$ cat src/rtl/rr_reg_write_arbiter.sv
// Round-robin write arbiter in front of a shared WIDTH-bit holding register.
// Requesters compete in IDLE. The winner is granted for one BUSY cycle. Its
// data is sampled in that cycle and loaded into Q, together with a one-cycle
// ACK. CLR clears Q and drops any pending grant. It has priority over
// everything except RESET_N.
module rr_reg_write_arbiter #(
  parameter int NUM_REQ = 4,
  parameter int WIDTH   = 8,
  parameter int IDX_W   = 2
) (
  input  logic                     CLK,
  input  logic                     RESET_N,
  input  logic [NUM_REQ-1:0]       REQ,
  input  logic [NUM_REQ*WIDTH-1:0] DATA_IN,
  input  logic                     CLR,
  output logic [NUM_REQ-1:0]       GNT,
  output logic [IDX_W-1:0]         OWNER,
  output logic                     ACK,
  output logic [WIDTH-1:0]         Q,
  output logic                     Q_VALID
);

  typedef enum logic {
    IDLE = 1'b0,
    BUSY = 1'b1
  } state_t;

  state_t             state;
  logic [IDX_W-1:0]   ptr;

  // grant stage (p0) and commit stage (p1) registers
  logic [NUM_REQ-1:0] gnt_p0;
  logic [IDX_W-1:0]   owner_p0;
  logic [WIDTH-1:0]   q_p1;
  logic               ack_p1;
  logic               q_valid_p1;

  logic [WIDTH-1:0]   data_arr [NUM_REQ];
  logic               win_found;
  logic [IDX_W-1:0]   win_idx;
  logic [IDX_W-1:0]   cand;
  logic [NUM_REQ-1:0] win_onehot;
  logic [IDX_W-1:0]   ptr_next;

  // Unpack the flat data bus into one slice per requester
  always_comb begin
    for (int i = 0; i < NUM_REQ; i++) begin
      data_arr[i] = DATA_IN[i*WIDTH +: WIDTH];
    end
  end

  // Round-robin search starting at ptr. The loop runs from the far end back
  // to ptr, so the candidate closest to ptr is written last and wins.
  always_comb begin
    win_found = 1'b0;
    win_idx   = '0;
    cand      = '0;
    for (int k = NUM_REQ - 1; k >= 0; k--) begin
      cand = IDX_W'((int'(ptr) + k) % NUM_REQ);
      if (REQ[cand]) begin
        win_found = 1'b1;
        win_idx   = cand;
      end
    end
    win_onehot = NUM_REQ'(1) << win_idx;
  end

  // Pointer moves just past the owner of a committed write
  assign ptr_next = (owner_p0 == IDX_W'(NUM_REQ - 1)) ? '0 : owner_p0 + IDX_W'(1);

  // Control FSM plus the shared register. CLR is checked first so it beats a
  // commit in the same cycle. ack_p1 defaults low, which gives a single-cycle pulse.
  always_ff @(posedge CLK or negedge RESET_N) begin
    if (!RESET_N) begin
      state      <= IDLE;
      ptr        <= '0;
      gnt_p0     <= '0;
      owner_p0   <= '0;
      q_p1       <= '0;
      ack_p1     <= 1'b0;
      q_valid_p1 <= 1'b0;
    end else begin
      ack_p1 <= 1'b0;
      if (CLR) begin
        state      <= IDLE;
        gnt_p0     <= '0;
        q_p1       <= '0;
        q_valid_p1 <= 1'b0;
      end else begin
        case (state)
          IDLE: begin
            if (win_found) begin
              gnt_p0   <= win_onehot;
              owner_p0 <= win_idx;
              state    <= BUSY;
            end else begin
              gnt_p0 <= '0;
            end
          end
          BUSY: begin
            gnt_p0 <= '0;
            state  <= IDLE;
            if (REQ[owner_p0]) begin
              q_p1       <= data_arr[owner_p0];
              q_valid_p1 <= 1'b1;
              ack_p1     <= 1'b1;
              ptr        <= ptr_next;
            end
          end
          default: begin
            gnt_p0 <= '0;
            state  <= IDLE;
          end
        endcase
      end
    end
  end

  assign GNT     = gnt_p0;
  assign OWNER   = owner_p0;
  assign ACK     = ack_p1;
  assign Q       = q_p1;
  assign Q_VALID = q_valid_p1;

endmodule

$ cat config.mk
export PLATFORM = sky130hd
export DESIGN_NAME = rr_reg_write_arbiter
export DESIGN_NICKNAME = d
export VERILOG_FILES = /design/src/rtl/rr_reg_write_arbiter.sv
export SDC_FILE = /design/constraint.sdc
export NUM_CORES = 1
export LEC_CHECK = 0
export BUFFER_PORTS_ARGS = -buffer_cell sky130_fd_sc_hd__buf_2
export CORE_MARGIN = 2
export CORE_UTILIZATION = 40
export CTS_BUF_LIST = sky130_fd_sc_hd__clkbuf_4 sky130_fd_sc_hd__clkbuf_8
export DETAILED_ROUTE_END_ITERATION = 10
export PLACE_DENSITY = 0.78
export SYNTH_ARGS = -nofsm -noshare
export SYNTH_HDL_FRONTEND = slang
export SYNTH_SLANG_ARGS = --single-unit
$ cat constraint.sdc
create_clock -name CLK -period 1.64 [get_ports CLK]
set_input_delay 0.246 -clock CLK [delete_from_list [all_inputs] [get_ports CLK]]
set_output_delay 0.246 -clock CLK [all_outputs]
set_load 0.005 [all_outputs]
==> results.md <==
- Final Hold Viols: 0
- Syn_nets: 123
- Port-buffer cells: between 50 and 60
- Mean post-synth cell area: 13.2 sq um
- Chip width: around 56 um
- Initial antenna violation count: 0
- Final setup viols: 0
- R2r setup slk: 0.13 ns
- Post-CTS setup buffers: 0
- Fmax: 662 MHz
- Htree depth: 1
- Fin nets: approximately 180
- Die span in y: 56.3 um
- Crit path max-delay cell type: mux4_1
- Cells after Synth: 83
- CTS tree: done
- Total Routing Usage GR: 16.5%
- Cells on worst reg2reg path: 4
- Tcrit/Tclk final: 92.1%
- Vias in the first global route: 950
- Gpl congestion: about 0.8
- Count leader, synth: dfrtp_1
- Arrival time at the worst endpoint: 1.69 ns
- First-pass GRT wire length: 4.13 mm
- Hold Path Class: in2reg
- Critical path cell sequence: buf_12 -> mux4_1 -> mux2i_1 -> nor2_1
- Worst vdd ir: 0.000743 V
- Top Metal Used: met3
- Post-cts resize count: 0
- Crit Path Category: reg2reg
- Slowest Stage Delay on Critical Path: 0.54 ns
- Worst skew pair latency: 0.29 ns
- Setup tns final: 0 ns
- DR vias: 915
- WL per Instance: 14.5 um
- Synth-to-layout area growth: 33.0%
- Crit path capture type: register
- Clk pin slew, worst setup/hold paths: 0.11 ns
- RSZ-0062 raised after global routing: false
- Worst setup SP type: register
- MaxCap Viol Count: 0
- Inst Count DP: 168
- Critical R2R Launch: OWNER[0]
- Met3 WL: 215 um
- Final HPWL DP: 1.99 mm
- Synth cell types: 25
- Routed WL: ~2.5 mm
- Hold path endpoint: Q[0]
- DRT Pass-1 Iters: 4
- Hold Path Depth: 2
- Root Buffer Master: clkbuf_4
- Post-route minimum period: between 1.5 and 2 ns
- CTS Buf Count: 3
- Post-DRT Antenna Nets: 0
- Io pins: 55
- Hold-fix buffers, CTS: 1
- Cell Pwr Density: 1160 nW/um^2
- Synth top area cells: dfrtp_1 44%, mux4_1 19%, mux2i_1 9.2%
- Layout cells sized above 1: 48.3%
- Clk sink count: 19
- CP Data Required Time: ~1.8 ns
- DIE AREA: 3160 sq um
- Largest net degree at the start of global routing: 20
- Top-area cell type share of the netlist area: 43.5%
- Detailed-route DRC error count: 0
- YS warnings: 0
- Area leader, netlist: dfrtp_1
- Leak: 0.000757 uW
- Post-synth ARST share: 100%
- Layout Cells excl Fill: 173
- Worst path bufs/invs: 1
- # rows: 18
- Crit-path max FO: 7
- Final Slew Violations: 0
- Gr ovfl total: 0
- Status: finished, final reports clean
- HP Start: CLR
- Post-Syn Area: 1090 sq um
- Iteration-0 DRC Markers: 22
- Met2 routed WL: about 1.2 mm
- Primary FF master, synth: dfrtp_1
- M1 wire length: about 1.1 mm
- Rel. slew slack: 69.9%
- Most common library cells after synthesis: 19 x dfrtp_1, 14 x nor2_1, 10 x mux2i_1
- Core box area: ~2500 sq um
- Max Root-Sink Buffers: 2
- Number of flops mapped to enable cells by yosys: 0
- # diodes: 0
- Crit-path leading delay family: multiplexers
- Starting density of the core: 43.3%
- Synthesized flop and latch total: 19
- Via-per-instance ratio: 5.29
- Crit Reg-Reg Endpoint: Q[3]
- Worst-Margin Slew: 0.446 ns
- Seq/Total Area, Yosys: 43.5%
- Clk_skew: around 0.0062 ns
## registers in the layout, summed over array words and instances (netlist names)
register and count:
ACK 1, Q 8, state 1, OWNER 2, Q_VALID 1, GNT 4, ptr 2
## logic make-up after synthesis
group	after synthesis	synth area share (%)
buf+inv	6	4.12
compound gates	7	4.58
simple gates	29	14.4
flops	19	43.5
mux	21	32.2
fa+ha+maj	1	1.15
## stage by stage
step	utilization [%]	area, sq um	setup slack (ns)	power, uW	hold WS (ns)
2_1_floorplan	-	1090	0.0954	1190	-0.0496
3_5_place_dp	56.0	1410	0.137	1450	0.210
4_1_cts	57.6	1450	0.120	1710	0.292
5_1_grt	57.6	1450	0.0512	1800	0.295
6_report	57.6	1450	0.130	1690	0.295
3_3_place_gp	56.0	1410	0.186	1420	0.202
## final cells by class
type,count,area [sq um]
clock buffer,4,30.0
multi-input combinational,58,572
timing repair buffer,60,330
tap,30,37.5
inverter,2,7.51
sequential,19,475
fill,212,1070
## power by group
part           total (uW)  switching, uW  leakage, uW  internal (uW)
clock network         255            144    0.0000184            111
registers             665           93.4     0.000252            571
logic                 771            310     0.000486            461
total                1690            548     0.000757           1140
## worst reg2reg max path, stage by stage (launching register included)
cell	delay (ns)
dfrtp_1	0.48
buf_12	0.16
mux4_1	0.55
mux2i_1	0.16
nor2_1	0.05
## layout by cell type, fill, tap and decap left out, drive strengths merged
master and n:
a21boi 1, a21o 1, a21oi 3, and2 1, buf 59, clkbuf 4, dfrtp 19, dlygate4sd3 1
ha 1, inv 2, mux2 3, mux2i 10, mux4 8, nand2 1, nand2b 5, nor2 14
nor2b 2, nor3 2, nor3b 1, nor4 2, nor4b 1, o22ai 1, o31ai 1
## routing by layer
layer | track usage (%) | up-vias
li1 | - | 427
met1 | 21.7 | 444
met2 | 27.9 | 44
met3 | 3.92 | 0
met4 | 3.40 | 0
met5 | 0 | -
## how the worst max path moves through the flow
stage | startpoint | end | depth (start not counted)
floorplan | OWNER[1] | ptr[0] | 6
global placement | OWNER[0] | Q[5] | 4
detailed placement | OWNER[0] | Q[7] | 4
CTS | OWNER[0] | Q[5] | 4
global route | OWNER[0] | Q[3] | 4
finish | OWNER[0] | Q[3] | 4
(Power assumes the default switching activity.)
